File: src/rtl/mux4_arbiter.sv
// -----------------------------------------------------------------------------
// mux4_arbiter
//
// Round-robin arbiter that shares one 4:1 multiplexer datapath among four
// requesters. One requester is granted at a time. The arbiter drives the
// registered mux select for that requester. The selected data is registered
// one cycle later, together with a valid flag.
//
// Parameters
//   WIDTH     data width of d0..d3 and out
//   MAX_HOLD  max consecutive grant cycles for one requester while another
//             requester waits (legal 1..15)
//
// Ports
//   clk        rising-edge clock
//   rst        synchronous, active-high reset
//   req[3:0]   level-sensitive request; req[i] belongs to di
//   d0..d3     source data
//   gnt[3:0]   registered one-hot grant (all-zero when idle)
//   s0, s1     registered mux select, index = 2*s1 + s0
//   out        registered selected data
//   valid      out holds data from a granted source
// -----------------------------------------------------------------------------
module mux4_arbiter #(
  parameter int WIDTH    = 1,
  parameter int MAX_HOLD = 4
) (
  input  logic             clk,
  input  logic             rst,
  input  logic [3:0]       req,
  input  logic [WIDTH-1:0] d0,
  input  logic [WIDTH-1:0] d1,
  input  logic [WIDTH-1:0] d2,
  input  logic [WIDTH-1:0] d3,
  output logic [3:0]       gnt,
  output logic             s0,
  output logic             s1,
  output logic [WIDTH-1:0] out,
  output logic             valid
);

  typedef enum logic {
    IDLE,
    GRANT
  } state_t;

  localparam logic [3:0] MAX_HOLD_C = 4'(MAX_HOLD);

  state_t           state_q, state_d;
  logic [3:0]       gnt_q,   gnt_d;
  logic [1:0]       sel_q,   sel_d;
  logic [1:0]       ptr_q,   ptr_d;
  logic [3:0]       cnt_q,   cnt_d;
  logic [WIDTH-1:0] out_q,   out_d;
  logic             valid_q, valid_d;

  logic [3:0]       others;
  logic             grant_now;
  logic [1:0]       win;
  logic [WIDTH-1:0] mux_data;

  // First set bit of r, scanning start, start+1, ... modulo 4. The loop runs
  // from the farthest offset down so that the nearest hit is the last to win.
  function automatic logic [1:0] rr_pick(input logic [3:0] r,
                                         input logic [1:0] start);
    logic [1:0] idx;
    rr_pick = start;
    for (int k = 3; k >= 0; k--) begin
      idx = start + 2'(k);
      if (r[idx]) rr_pick = idx;
    end
  endfunction

  // The mux reads the select that is already registered. This keeps the
  // data one cycle behind the grant that chose it.
  always_comb begin
    case (sel_q)
      2'd0:    mux_data = d0;
      2'd1:    mux_data = d1;
      2'd2:    mux_data = d2;
      default: mux_data = d3;
    endcase
  end

  always_comb begin
    // NOTE: every signal gets a default first so that no path through the
    // case leaves it unassigned, which would infer a latch.
    state_d   = state_q;
    gnt_d     = gnt_q;
    sel_d     = sel_q;
    ptr_d     = ptr_q;
    cnt_d     = cnt_q;
    grant_now = 1'b0;
    win       = 2'd0;
    // While in GRANT, gnt_q is one-hot of the holder, so this masks the holder out.
    others    = req & ~gnt_q;

    case (state_q)
      IDLE: begin
        if (|req) begin
          grant_now = 1'b1;
          win       = rr_pick(req, ptr_q);
        end
      end
      GRANT: begin
        if (!req[sel_q]) begin
          if (|others) begin
            // Hand over directly, with no idle cycle in between.
            grant_now = 1'b1;
            win       = rr_pick(others, sel_q + 2'd1);
          end else begin
            state_d = IDLE;
            gnt_d   = 4'b0000;   // select keeps its last value
          end
        end else if (cnt_q == MAX_HOLD_C && |others) begin
          grant_now = 1'b1;
          win       = rr_pick(others, sel_q + 2'd1);
        end else if (cnt_q != MAX_HOLD_C) begin
          cnt_d = cnt_q + 4'd1;  // saturates at MAX_HOLD
        end
      end
      default: state_d = IDLE;
    endcase

    if (grant_now) begin
      state_d = GRANT;
      gnt_d   = 4'b0001 << win;
      sel_d   = win;
      ptr_d   = win + 2'd1;
      cnt_d   = 4'd1;
    end

    valid_d = |gnt_q;
    out_d   = valid_d ? mux_data : out_q;
  end

  // NOTE: state is updated only with non-blocking assignments. All flops
  // then sample the values from before the edge, so the order of these
  // statements does not matter.
  always_ff @(posedge clk) begin
    if (rst) begin
      state_q <= IDLE;
      gnt_q   <= 4'b0000;
      sel_q   <= 2'd0;
      ptr_q   <= 2'd0;
      cnt_q   <= 4'd0;
      out_q   <= '0;
      valid_q <= 1'b0;
    end else begin
      state_q <= state_d;
      gnt_q   <= gnt_d;
      sel_q   <= sel_d;
      ptr_q   <= ptr_d;
      cnt_q   <= cnt_d;
      out_q   <= out_d;
      valid_q <= valid_d;
    end
  end

  assign gnt   = gnt_q;
  assign s0    = sel_q[0];
  assign s1    = sel_q[1];
  assign out   = out_q;
  assign valid = valid_q;

endmodule

File: config.mk
export PLATFORM = sky130hd
export DESIGN_NAME = mux4_arbiter
export DESIGN_NICKNAME = d
export VERILOG_FILES = /design/src/rtl/mux4_arbiter.sv
export SDC_FILE = /design/constraint.sdc
export NUM_CORES = 1
export LEC_CHECK = 0
export ABC_AREA = 1
export ABC_CLOCK_PERIOD_IN_PS = 2260
export CORE_UTILIZATION = 40
export DETAILED_ROUTE_END_ITERATION = 7
export GPL_TIMING_DRIVEN = 0
export SLEW_MARGIN = 20
export SYNTH_ARGS = -nofsm -noshare
export SYNTH_HDL_FRONTEND = slang
export SYNTH_SLANG_ARGS = --single-unit
File: constraint.sdc
create_clock -name clk -period 2.26 [get_ports clk]
set_input_delay 0.452 -clock clk [delete_from_list [all_inputs] [get_ports clk]]
set_output_delay 0.452 -clock clk [all_outputs]
set_load 0.005 [all_outputs]
# == Yosys cells after proc, flatten, opt, wreduce, memory -nomap -nowiden ==
# Index checks and enable logic that the tools add are counted.
# classes
n_lt_le_gt_ge,9
n_shift,1
reduce_logical,12
n_bitwise,4
n_mux,49
n_eq_ne,7
n_addsub,9
# ops
op,count
$lt A2 B3 Y1 const B,9
$mux W2,12
$mux W1,21
$bmux W1 S2,9
$mux W4,4
$reduce_or A4 Y1,3
$add A2 B1 Y2 const B,4
$add A2 B2 Y2 const B,4
$reduce_and A4 Y1,2
$ne A2 B2 Y1 const B,3
$reduce_bool A2 Y1,3
$add A4 B1 Y4 const B,1
$and A4 B4 Y4,1
$eq A4 B3 Y1 const B,1
$ne A4 B3 Y1 const B,1
$not A4 Y4,1
$pmux W2 S2,1
$shl A1 B2 Y4 const A,1
$pmux W1 S3,1
$reduce_and A3 Y1,1
$eq A2 B1 Y1 const B,1
$eq A2 B2 Y1 const B,1
$logic_not A2 Y1,1
$not A1 Y1,2
3 further kinds,3
# word_totals
output_inout_bits,8
inputBits,10
elab_cells,99
register_bits,15

# == Depth between registers and ports, before layout ==
# logic_depth
word_depth,13
ltp_mapped,17
mapped_depth_nobuf,17

# == Worst setup path before layout ==
# Ideal clock, no wire load.
# synth_path
path_type,register to register
startpoint,register sel_q[0]
endpoint,"register gnt_q[0], in the netlist gnt[0]"
t_required_ns,2.123
path_buffers,0
synth_period_minus_slack_ns,2.150
stages_incl_launch_ff,18
arrival_ns,2.013
slack_ns,0.110
path_cell_list,dfxtp_1 -> inv_2 -> ha_1 -> inv_2 -> nand2_1 -> nand2_1 -> nand2_1 -> nand2_1 -> inv_1 -> o21ai_1 -> nand2_1 -> nand2_1 -> nand3_1 -> nand2_1 -> inv_1 -> ha_1 -> nand2_1 -> a21oi_2
# synth_via
elab_chain_len,13
# synth_lines
item,line_no,text
start: declaration,51,"logic [1:0] sel_q, sel_d;"
start signal: assignment,152,sel_q <= sel_d;
$add A2 B1 Y2,"110, 117",
$add A2 B2 Y2,69,idx = start + 2'(k);
$bmux W1 S2,70,if (r[idx]) rr_pick = idx;
$mux W1 (not written as such),70,
$mux W2 (4 in series),70,
"$mux W2, on equally long branches","107, 115",
$mux W2 *,106,if (!req[sel_q]) begin
$pmux W2 S2 *,98,case (state_q)
named net win[0],59,logic [1:0] win;
$shl A1 B2 Y4 *,127,gnt_d = 4'b0001 << win;
$mux W4 *,125,if (grant_now) begin
end signal: assignment,151,gnt_q <= gnt_d;
end: declaration,50,"logic [3:0] gnt_q, gnt_d;"
# Mark *: on every way through the listed nets, which the timed path passes. The rest lies on a longest branch. The select of a mux whose other input is x is not followed.
# A chain may end at the register's enable or synchronous reset.

# == Final worst setup path ==
# layout_path
startpoint,register sel_q[0]
endpoint,"register gnt_q[2], in the netlist gnt[2]"
# The elaborated chain is that of the path after synthesis.

==> out/qor.csv <==
stage;metric;value;unit
status;outcome;finished clean;
yosys;syn_inst;211;
floorplan;die_h;59.80;um
cells_and_area;fill_cells;342;
cells_and_area;final_util;0.5319;
yosys;synth_edf_count;0;
yosys;synth_nets;231;
worst_hold_path;hold_path.class;flip-flop to flip-flop;
cts;clk_pin_slew;0.09;ns
yosys;synth.area.mux_share;0;
cells_and_area;multi_input_area;912.1;um2
power_and_ir_drop;power.total;0.002188;W
yosys;ys_warn_count;0;
setup_path;worst-setup-path-type;flip-flop to flip-flop;
global_routing;grtUsageTotal;0.1849;
cts;clockRootBuffer;clkbuf_4;
yosys;synth_area_leader_cell;dfxtp_1;
yosys;synth_compound_area_frac;0.1161;
floorplan;coreArea;3103;um2
yosys;synth_ff_type;dfxtp_1;
power_and_ir_drop;switching_share;0.5139;
drt;via_per_inst;4.918;
cts;cts.path.max_buffers;2;
cells_and_area;area_growth;23.50;%
yosys;ys_seq_area_frac;0.2247;
flow_run;max_cap_viol_count;0;
placement;io_buffers;16;
yosys;synth_area;1336;um2
floorplan;io_pins;18;
sta;setup_viol;0;
sta;slew_headroom;0.6160;
global_routing;grt_pass1_vias;1238;
yosys;synthArstFlopShare;0;
sta;fmax;479.8;MHz
cts;cts_tree;yes;
setup_path;required;2.42;ns
power_and_ir_drop;power_frac_seq;0.194;
sta;maxSlewViolCount;0;
yosys;synth_cell_types;29;
drt;avgRoutedWirePerCell;10.99;um
drt;drc;0;
yosys;synth_area_leaders;dfxtp_1 22%, nand2_1 22%, nand3_1 10%;
setup_path;r2r_setup_slack;0.18;ns
setup_path;crit_path_end_kind;flip-flop;
setup_path;start_kind;flip-flop;
placement;gp_congestion;0.8219;
drt;dr.pass1.iters;4;
cells_and_area;layout_common_cells;75 x nand2_1, 29 x inv_1, 26 x nand3_1;
cells_and_area;fin_nets;256;
placement;place_inst;271;
power_and_ir_drop;pwr-share-clk;0.070;
global_routing;antenna_found_initial;0;
floorplan;initial_core_util;0.4306;
yosys;yosys.area_share.adder;0.09363;
sta;final_hold_viol_count;0;
yosys;synth_top_area_share;0.2247;
sta;clock_skew;0.001705;ns
drt;drt_iter0_drc;89;
yosys;ys_ff_latch;15;
sta;tightest_slew;0.5759;ns
cts;cts_buffers;3;
setup_path;cp.arrival;2.24;ns
yosys;synth_xor_area_frac;0.01966;
floorplan;row_count;20;
power_and_ir_drop;p_per_area;1326;nW/um2
cells_and_area;final_cell_count_no_fill;279;
yosys;syn_avg_cell_area;6.333;um2
cts;cts_htree_levels;1;
cts;holdBufCountCts;0;
power_and_ir_drop;p_sw;0.001124;W
cells_and_area;antennaDiodeCount;0;
power_and_ir_drop;internal-power;0.001063;W
cells_and_area;layout_commonest_cell;nand2_1;
yosys;synth_top_family_by_area;simple AND/OR/NAND/NOR gates;
yosys;synth_simple_gate_area_frac;0.4335;
power_and_ir_drop;pwr-share-comb;0.736;
global_routing;grt_start_max_net_pins;12;
drt;vias;1372;
cts;cts.sinks;15;
floorplan;die_x;59.80;um
drt;ant_nets;0;
placement;hpwl;2.410;mm
sta;final.period_utilization;0.9223;
global_routing;grt_overflow_total;0;
floorplan;die_area;3576;um2
cells_and_area;ff_latch_area;307.8;um2
cells_and_area;drive_gt1_frac;0.1574;
drt;wl;3.066;mm
cts;clk_latency;0.28;ns
power_and_ir_drop;p_leak;0.8188;nW
sta;final.min_clock_period;2.084;ns
global_routing;grt_pass1_wl;5.092;mm
setup_path;path_max_fanout;11;
power_and_ir_drop;vdd_drop_max;0.4880;mV
==> cell usage after synthesis, types with 3 or more instances <==
| master | n |
|---|---|
| a21oi_2 | 4 |
| o21ai_0 | 7 |
| ha_1 | 10 |
| nor2_1 | 4 |
| o21ai_1 | 3 |
| dfxtp_1 | 15 |
| inv_2 | 3 |
| nand2_2 | 3 |
| nand3_1 | 27 |
| nand2_1 | 77 |
| inv_1 | 30 |
| a21oi_1 | 6 |
==> power groups by stage <==
stage | Sequential (W) | Clock (W) | Combinational, W
floorplan | 0.000420 | 0 | 0.00111
global placement | 0.000432 | 0 | 0.00142
detailed placement | 0.000436 | 0 | 0.00146
CTS | 0.000436 | 0.000159 | 0.00150
global route | 0.000435 | 0.000164 | 0.00182
finish | 0.000424 | 0.000154 | 0.00161
==> cell families (layout without fill, tap and decap cells) <==
group,count (synthesis),count (layout)
compound gates,24,24
buf+inv,37,61
flops,15,15
xor+xnor,3,3
fa+ha+maj,10,10
simple gates,122,122
==> sequential cells by signal, summed over array words and instances (netlist names) <==
register	flops
out	1
valid	1
state_q	1
cnt_q	4
ptr_q	2
gnt	4
sel_q	2
==> final cells by class <==
cell class,instances,share of cell area
plain buffers,3,0.01213
clock buffers,4,0.01592
inverters,34,0.08036
multi-input cells,159,0.5527
flip-flops and latches,15,0.1865
well taps,44,0.03336
repair buffers,20,0.1190
==> critical path, cell delays in order, from the launching register on <==
cell and delay [ns]:
dfxtp_4 0.36, inv_4 0.12, ha_4 0.23, inv_2 0.11, nand2_1 0.07, nand2_1 0.10, nand2_1 0.09, nand2_1 0.06
inv_1 0.04, o21ai_2 0.05, nand2_1 0.06, nand2_1 0.07, nand3_2 0.10, nand2_2 0.12, inv_1 0.06, ha_1 0.18
nand2_1 0.08, a21oi_2 0.05
==> layer usage <==
metal	wire length, um	GRT usage	vias to the layer above
met5	0	0	-
met4	46	0.06977	0
met3	80	0.01299	5
met2	1476	0.3238	26
met1	1462	0.2352	618
li1	-	-	723
==> worst paths after layout <==
kind / startpoint / to / depth (start not counted)
hold reg to reg: cnt_q[2] / cnt_q[2] / 2
setup reg to reg: sel_q[0] / gnt[2] / 17
setup / recovery: sel_q[0] / gnt[2] / 17
hold / removal: cnt_q[2] / cnt_q[2] / 2
==> stage by stage <==
stage	TNS [ns]	setup slack (ns)	hold WS (ns)	cell area (um2)
finish	0	0.1757	0.4974	1650
global route	-0.003057	-0.003057	0.5266	1650
CTS	0	0.001530	0.4923	1597
detailed placement	-1.424	-0.3254	0.4793	1551
global placement	-1.330	-0.3077	0.4682	1551
floorplan	0	0.1097	0.4551	1336
==> timing repair <==
item | CTS | global route
gates resized for setup | 6 | 10
endpoints found under the setup margin | 5 | 5
setup buffers | 0 | 4
pin swaps | 0 | 3
Power figures use the tool's default switching activity.
